==> src/rtl/pio_clkdiv_bank.sv <==
// Bank of N_CH fractional clock-enable dividers: penable[i] averages clk / (INT + FRAC/2^FRAC_W).
// Optional per-channel hold input is compiled in only when PIO_CLKDIV_STALL_EN is defined.
module pio_clkdiv_bank #(
    parameter int N_CH   = 4,
    parameter int INT_W  = 16,
    parameter int FRAC_W = 8
) (
    input  logic                    clk,
    input  logic                    reset,
    input  logic [N_CH-1:0]         cfg_we,
    input  logic [INT_W+FRAC_W-1:0] cfg_div,
    input  logic [N_CH-1:0]         ch_en,
    input  logic [N_CH-1:0]         restart,
    input  logic [N_CH-1:0]         stall,
    output logic [N_CH-1:0]         penable
);

    localparam int CNT_W = INT_W + 1;

    logic [INT_W-1:0]  r_div_int  [N_CH];
    logic [FRAC_W-1:0] r_div_frac [N_CH];
    logic [CNT_W-1:0]  r_cnt      [N_CH];
    logic [FRAC_W-1:0] r_acc      [N_CH];
    logic [N_CH-1:0]   r_penable;

    logic [FRAC_W:0]   w_acc_sum  [N_CH];
    logic [CNT_W-1:0]  w_int_eff  [N_CH];
    logic [CNT_W-1:0]  w_reload   [N_CH];

`ifndef PIO_CLKDIV_STALL_EN
    logic w_unused_stall;
    assign w_unused_stall = ^stall;
`endif

    // NOTE: every element is written on every pass, so no latch can be inferred here.
    always_comb begin
        for (int i = 0; i < N_CH; i++) begin
            w_acc_sum[i] = {1'b0, r_acc[i]} + {1'b0, r_div_frac[i]};
            // A zero integer field means the full 2^INT_W range.
            w_int_eff[i] = (r_div_int[i] == '0) ? {1'b1, {INT_W{1'b0}}} : {1'b0, r_div_int[i]};
            w_reload[i]  = w_int_eff[i] - CNT_W'(1) + CNT_W'(w_acc_sum[i][FRAC_W]);
        end
    end

    // NOTE: state uses non-blocking assignments so every channel sees pre-edge values.
    always_ff @(posedge clk) begin
        for (int i = 0; i < N_CH; i++) begin
            if (!reset) begin
                // NOTE: the per-channel arrays are a handful of flops, not a RAM, so they take reset.
                r_div_int[i]  <= INT_W'(1);
                r_div_frac[i] <= '0;
                r_cnt[i]      <= '0;
                r_acc[i]      <= '0;
                r_penable[i]  <= 1'b0;
            end else begin
                if (cfg_we[i]) begin
                    r_div_int[i]  <= cfg_div[INT_W+FRAC_W-1:FRAC_W];
                    r_div_frac[i] <= cfg_div[FRAC_W-1:0];
                end
                if (!ch_en[i] || restart[i]) begin
                    r_cnt[i]     <= '0;
                    r_acc[i]     <= '0;
                    r_penable[i] <= 1'b0;
`ifdef PIO_CLKDIV_STALL_EN
                end else if (stall[i]) begin
                    r_penable[i] <= 1'b0;
`endif
                end else if (r_cnt[i] == '0) begin
                    r_penable[i] <= 1'b1;
                    r_acc[i]     <= w_acc_sum[i][FRAC_W-1:0];
                    r_cnt[i]     <= w_reload[i];
                end else begin
                    r_cnt[i]     <= r_cnt[i] - CNT_W'(1);
                    r_penable[i] <= 1'b0;
                end
            end
        end
    end

    assign penable = r_penable;

endmodule

==> config.mk <==
export PLATFORM = sky130hd
export DESIGN_NAME = pio_clkdiv_bank
export DESIGN_NICKNAME = d
export VERILOG_FILES = /design/src/rtl/pio_clkdiv_bank.sv
export SDC_FILE = /design/constraint.sdc
export NUM_CORES = 1
export LEC_CHECK = 0
export ABC_CLOCK_PERIOD_IN_PS = 3230
export CORE_ASPECT_RATIO = 0.9
export CORE_UTILIZATION = 33
export CTS_CLUSTER_DIAMETER = 100
export DETAILED_ROUTE_END_ITERATION = 7
export SYNTH_ARGS = -nofsm -noshare
export SYNTH_HDL_FRONTEND = slang
export SYNTH_SLANG_ARGS = --single-unit
==> constraint.sdc <==
create_clock -name clk -period 3.23 [get_ports clk]
set_input_delay 0.4845 -clock clk [delete_from_list [all_inputs] [get_ports clk]]
set_output_delay 0.4845 -clock clk [all_outputs]
set_load 0.005 [all_outputs]
==> flow_summary.toml, run 1 <==
[run_status]
status = "finished with violations"
violations = "setup timing"

[detailed_routing]
wl_per_cell_um = 16.2
via_per_inst = 4.98
first_pass_iters = 4
first_iter_violations = 484
vias = 7560
drc = 0
antenna_left = 0
routed_wl_um = 24500

[floorplanning]
core_area_um2 = 32300
die_area_um2 = 34000
die_h_um = 175
start_util_pct = 34.0
ios = 46
die_w_um = 194
rows = 62

[sta]
fin_skew_ns = 0.0185
final-setup-viol-count = 2
worstMarginPinSlew_ns = 0.770
hold_viol = 0
rsz0062_at_grt = "true"
fin_tns_setup_ns = -0.0522
fmax_mhz = 305
setup_slack_ns = -0.0476
min_period_over_period_pct = 101
slew_violations = 0
relSlewSlack_pct = 48.2
hold-worst-slack_ns = 0.637
fin_crit_ns = 3.28

[power]
seqPwrFrac_pct = 52.9
switching_power_w = 0.00154
p_leak_nw = 5.12
share_comb_of_total_power_pct = 11.8
clkPwrFrac_pct = 35.3
p_per_area_nw_per_um2 = 455
p_int_w = 0.00442
peakVddDrop_mv = 0.348
swShare_pct = 25.8

[critical_path]
path_max_fanout = 3
end_kind = "register"
path_class = "reg -> reg"
cp-start-kind = "register"
arrival_ns = 3.58
crit-reg2reg-launch = "r_acc[0][0]"
reg2reg_to = "r_cnt[0][12]"
worst_r2r_path_depth = 14
r2r_slack_ns = -0.05
required_ns = 3.53

[global_routing]
grt_usage_pct = 14.8
grt_first_pass_wirelength_um = 38800
grt.overflow.total = 0
grt_start_max_net_pins = 96
grt_pass1_vias = 7269
antenna_found_initial = 3

[placement]
portBuffers = 41
gp_congestion = 0.803
dp_hpwl_um = 16800

[worst_hold_path]
hp-start = "r_cnt[2][16]"
whs_path_depth = 2
hold_path_class = "reg -> reg"
hold_end = "r_cnt[2][16]"

[logic_synthesis]
synth_area_um2 = 11000
synth_seq_area_share_pct = 54.4
synth_edf_count = 196
avgSynthCellArea_um2 = 11.5
ys_warn_count = 0
synth_seq_cells = 200
ys_types = 57
ys_async_sr_fraction_pct = 0
synth_ff_type = "edfxtp_1"
syn_inst = 955

[clock_tree]
ctsHoldBuffers = 0
clock-sinks = 200
htreeDepth = 4
cts_root_buffer = "clkbuf_16"
clkTransAtPathRegs_ns = 0.08
cts_buffer_depth = 2
cts_tree = "yes"
cts_buffers = 17
insertion_delay_ns = 0.44

[layout]
finalNetCount = 1179
layout_common_cells = "196 x edfxtp_1, 93 x and3_1, 82 x xnor2_1, 77 x nor2_1, 68 x conb_1"
final_common_cell = "edfxtp_1"
area_growth_pct = 19.4
drive_above_1_share_pct = 11.8
diodes = 0

[job]
maxCapViolations = 0
==> state kept, by name, indices dropped and copies added, names as in the netlist <==
name,count
penable,4
r_acc,32
r_cnt,68
r_div_frac,32
r_div_int,64
==> cell type report <==
cell class / count / area [um^2]
Tap cell: 416 / 520
Multi-Input combinational cell: 754 / 5160
Timing Repair Buffer: 86 / 768
Sequential cell: 200 / 5970
Fill cell: 3095 / 19200
Inverter: 30 / 113
Clock inverter: 13 / 138
Clock buffer: 18 / 429
==> cells in the mapped netlist, types with 5 or more instances <==
cell type / instances / share of area (%)
nor2_1: 79 / 2.7
nand2_1: 35 / 1.2
or2_2: 5 / 0.29
nor3_1: 27 / 1.2
nor2b_1: 6 / 0.34
clkbuf_1: 28 / 0.96
or3_1: 17 / 0.97
inv_1: 30 / 1.0
o21ai_0: 20 / 0.91
ha_1: 44 / 5.0
a211oi_1: 5 / 0.34
nand3_1: 14 / 0.64
a21o_1: 15 / 1.0
a21oi_1: 27 / 1.2
nand3b_1: 12 / 0.82
nor3b_1: 5 / 0.34
nand2b_1: 11 / 0.63
edfxtp_1: 196 / 54
xor2_1: 38 / 3.0
and3_1: 94 / 5.4
and2_1: 6 / 0.34
o22ai_1: 61 / 3.5
buf_2: 6 / 0.27
nor4_1: 25 / 1.4
xnor2_1: 82 / 6.6
or4_1: 15 / 1.0
==> worst max path at each step <==
stage / from / endpoint / slack (ns) / cells after the start
after floorplan: r_div_frac[2][0] / r_cnt[2][11] / -0.05 / 13
after global placement: r_div_frac[2][0] / r_cnt[2][11] / -0.12 / 13
after detailed placement: r_div_frac[2][0] / r_cnt[2][11] / -0.14 / 13
after CTS: r_acc[2][0] / r_cnt[2][11] / -0.06 / 13
after global routing: r_acc[0][0] / r_cnt[0][12] / -0.17 / 14
final: r_acc[0][0] / r_cnt[0][12] / -0.05 / 14
==> timing repair <==
action / 4_1_cts / 5_1_grt
pin swaps: 6 / 16
setup endpoints to repair: 5 / 35
resized for setup: 5 / 29
setup buffers: 2 / 3
==> power groups by stage <==
| stage | sequential [W] | combinational [W] | clock, W |
|---|---|---|---|
| after global placement | 0.00320 | 0.000670 | 0 |
| after floorplan | 0.00317 | 0.000454 | 0 |
| after detailed placement | 0.00320 | 0.000678 | 0 |
| after CTS | 0.00314 | 0.000687 | 0.00215 |
| after global routing | 0.00317 | 0.000786 | 0.00224 |
| final | 0.00315 | 0.000704 | 0.00210 |
==> stage by stage <==
step / total power (W) / instance area (um^2) / util [%] / cells / worst slack, ns
finish: 0.00596 / 13100 / 40.6 / 1517 / -0.0476
global route: 0.00620 / 13100 / 40.6 / 1517 / -0.174
CTS: 0.00598 / 12900 / 40.1 / 1514 / -0.0622
detailed placement: 0.00388 / 12300 / 38.2 / 1481 / -0.140
global placement: 0.00387 / 12300 / 38.2 / 1481 / -0.122
floorplan: 0.00362 / 11300 / - / 1022 / -0.0490
==> cell families after synthesis <==
| kind of cell | Yosys count | synth area share [%] |
|---|---|---|
| and+or+nand+nor | 367 | 18.7 |
| other | 1 | 0.0342 |
| DFF | 200 | 54.4 |
| muxes | 1 | 0.0913 |
| adders and majority gates | 48 | 5.75 |
| buffers and inverters | 68 | 2.70 |
| xor gates and xnor gates | 120 | 9.59 |
| AOI/OAI and AO/OA | 150 | 8.71 |
==> routing by layer <==
| metal | wire, um | track usage [%] |
|---|---|---|
| met5 | 0 | 0 |
| met4 | 494 | 5.03 |
| met3 | 882 | 2.70 |
| met2 | 11600 | 24.4 |
| met1 | 11500 | 19.5 |
==> worst max-delay path: stages, from the launching register on <==
cell,delay [ns]
edfxtp_1,0.37
ha_2,0.21
fa_2,0.34
a21o_1,0.18
a21oi_2,0.18
o21ai_2,0.09
a21o_1,0.18
a21oi_2,0.14
ha_2,0.22
ha_4,0.14
nor3b_4,0.19
nand2_2,0.09
or3_1,0.38
a311o_1,0.33
a21oi_1,0.13
Note: power is estimated with default switching activity, not from simulation.
==> inputs of run 2 (changes only) <==
Settings changed: CAP_MARGIN set to 20, GPL_TIMING_DRIVEN set to 0.
==> run 2 against run 1 <==
Compared with the run above:
- maximum frequency decreased by 2.5%
- die area is the same
- worst hold slack about the same
- the flow still finishes with violations (setup timing)
- combinational power is 2% higher
- utilization rose by 0.38 points
- highest routed layer unchanged
- total power shrank 0.78%
- wire length grew 4.1%
==> flow_summary.toml, run 2 (synthesis gave the netlist of run 1 again) <==
[run_status]
status = "finished with violations"
violations = "setup timing"

[job]
maxCapViolations = 0

[placement]
dp_hpwl_um = 18300
pre_cts_ws_ns = -0.413
portBuffers = 41
gp_congestion = 0.808

[worst_hold_path]
hp-start = "r_cnt[2][0]"
hold_end = "r_cnt[2][0]"
whs_path_depth = 1
hold_path_class = "reg -> reg"

[critical_path]
path_class = "reg -> reg"
required_ns = 3.53
path_max_fanout = 3
crit-reg2reg-launch = "r_div_frac[0][0]"
critical-path-top-delay-family = "compound AO/OA/AOI/OAI gates"
worst_r2r_path_depth = 14
arrival_ns = 3.66
reg2reg_to = "r_cnt[0][12]"
slowest_delay_ns = 0.42
r2r_slack_ns = -0.13
end_kind = "register"
crit_chain = "ha_4 > fa_2 > a21o_1 > a21oi_2 > o21ai_2 > a21o_1 > a21oi_2 > ha_4 > ha_4 > nor3b_4 > nand2_2 > or3_4 > a311o_1 > a21oi_2"
cp-start-kind = "register"
worstPathBufferInverterCount = 0
crit_slowest_cell = "edfxtp_1"

[sta]
hold-worst-slack_ns = 0.637
rsz0062_at_grt = "true"
final-setup-viol-count = 2
fmax_mhz = 297
fin_skew_ns = 0.0124
slew_violations = 0
setup_slack_ns = -0.132
relSlewSlack_pct = 30.2
min_period_over_period_pct = 104
fin_crit_ns = 3.36
hold_viol = 0
worstMarginPinSlew_ns = 1.05

[detailed_routing]
via_per_inst = 5.04
vias = 7746
first_pass_iters = 5
drc = 0
routed_wl_um = 25500
antenna_left = 0
wl_per_cell_um = 16.6
first_iter_violations = 572

[global_routing]
grt_start_max_net_pins = 25
grt_first_pass_wirelength_um = 40600
grt.overflow.total = 0
antenna_found_initial = 0
grt_pass1_vias = 7411
grt_usage_pct = 15.5

[power]
peakVddDrop_mv = 0.321
seqPwrFrac_pct = 53.4
switching_power_w = 0.00156
p_leak_nw = 5.11
p_per_area_nw_per_um2 = 447
swShare_pct = 26.4
share_comb_of_total_power_pct = 12.1
p_int_w = 0.00435
clkPwrFrac_pct = 34.5

[layout]
largest_reg_flops = 68
fillers = 3102
final_common_cell = "edfxtp_1"
layout_common_cells = "196 x edfxtp_1, 93 x and3_1, 81 x xnor2_1, 78 x nor2_1, 68 x conb_1"
register_area_um2 = 5970
multi_input_area_um2 = 5240
area_growth_pct = 20.5
finalNetCount = 1199
reg_top3 = "r_cnt (68), r_div_int (64)"
diodes = 0
drive_above_1_share_pct = 11.6
top_register = "r_cnt"

[clock_tree]
htreeDepth = 4
ctsHoldBuffers = 0
insertion_delay_ns = 0.44
cts_buffer_depth = 2
cts_tree = "yes"
cts_root_buffer = "clkbuf_16"
cts_buffers = 17
clkTransAtPathRegs_ns = 0.08
clock-sinks = 200

[floorplanning]
die_h_um = 175
ios = 46
core_area_um2 = 32300
start_util_pct = 34.0
die_w_um = 194
die_area_um2 = 34000
rows = 62
-- run 2: changes by cell type in the layout (fill, tap and decap cells not counted), moves of 3 or more --
cell	previous run	this run
ha_4	1	5
clkbuf_1	1	28
nor4_2	4	1
ha_1	37	34
buf_2	1	5
buf_4	43	27
buf_6	0	3
-- run 2: repair_timing --
| item | 4_1_cts | 5_1_grt |
|---|---|---|
| pin swaps | 17 | 20 |
| endpoints found under the setup margin | 30 | 63 |
| setup buffers | 21 | 7 |
| resized for setup | 27 | 26 |
-- run 2: worst max-delay path by stage --
stage / startpoint / to / slack, ns / depth (start not counted)
after floorplan: r_div_frac[2][0] / r_cnt[2][11] / -0.05 / 13
after CTS: r_acc[0][0] / r_cnt[0][12] / -0.14 / 14
after global routing: r_acc[0][0] / r_cnt[0][12] / -0.32 / 14
after global placement: r_div_frac[0][0] / r_cnt[0][12] / -0.39 / 14
final: r_div_frac[0][0] / r_cnt[0][12] / -0.13 / 14
after detailed placement: r_div_frac[0][0] / r_cnt[0][12] / -0.41 / 14
-- run 2: metrics by stage --
step	cell area [um^2]	cells	utilization, %	total power, W	setup TNS [ns]
3_3_place_gp	12200	1479	37.8	0.00384	-27.30
6_report	13200	1538	40.9	0.00591	-0.242
2_1_floorplan	11300	1022	-	0.00362	-0.0883
4_1_cts	13000	1532	40.3	0.00592	-0.303
5_1_grt	13200	1538	40.9	0.00616	-1.11
3_5_place_dp	12200	1479	37.8	0.00386	-34.20
-- run 2: cell type report --
type	instances	area share, %
clock buffer	19	3.28
sequential	200	45.1
clock inverter	13	0.852
timing repair buffer	69	4.90
multi-input combinational	754	39.6
buffer	37	1.39
tap	416	3.94
inverter	30	0.852
-- run 2: routing by layer --
layer	share of wire, %	vias to the layer above	wire length, um	GRT usage (%)
met2	46	153	11800	24.8
met1	46	3700	11800	20.7
met4	3.0	0	777	5.92
li1	-	3852	-	-
met3	4.5	41	1150	2.95
met5	0	-	0	0
-- run 2: power by group through the flow --
stage | sequential, W | combinational, W | clock, W
floorplan | 0.00317 | 0.000454 | 0
global placement | 0.00320 | 0.000640 | 0
detailed placement | 0.00321 | 0.000649 | 0
CTS | 0.00315 | 0.000689 | 0.00208
global route | 0.00318 | 0.000797 | 0.00218
finish | 0.00316 | 0.000718 | 0.00204
-- run 2: worst reg2reg max path: cells and delay by family, from the launching register on --
| kind | cells | cell delay (ns) |
|---|---|---|
| adder cells (fa/ha/maj) | 4 | 0.83 |
| AND/OR/NAND/NOR | 3 | 0.70 |
| flip-flops | 1 | 0.42 |
| AO/OA/AOI/OAI | 7 | 1.28 |
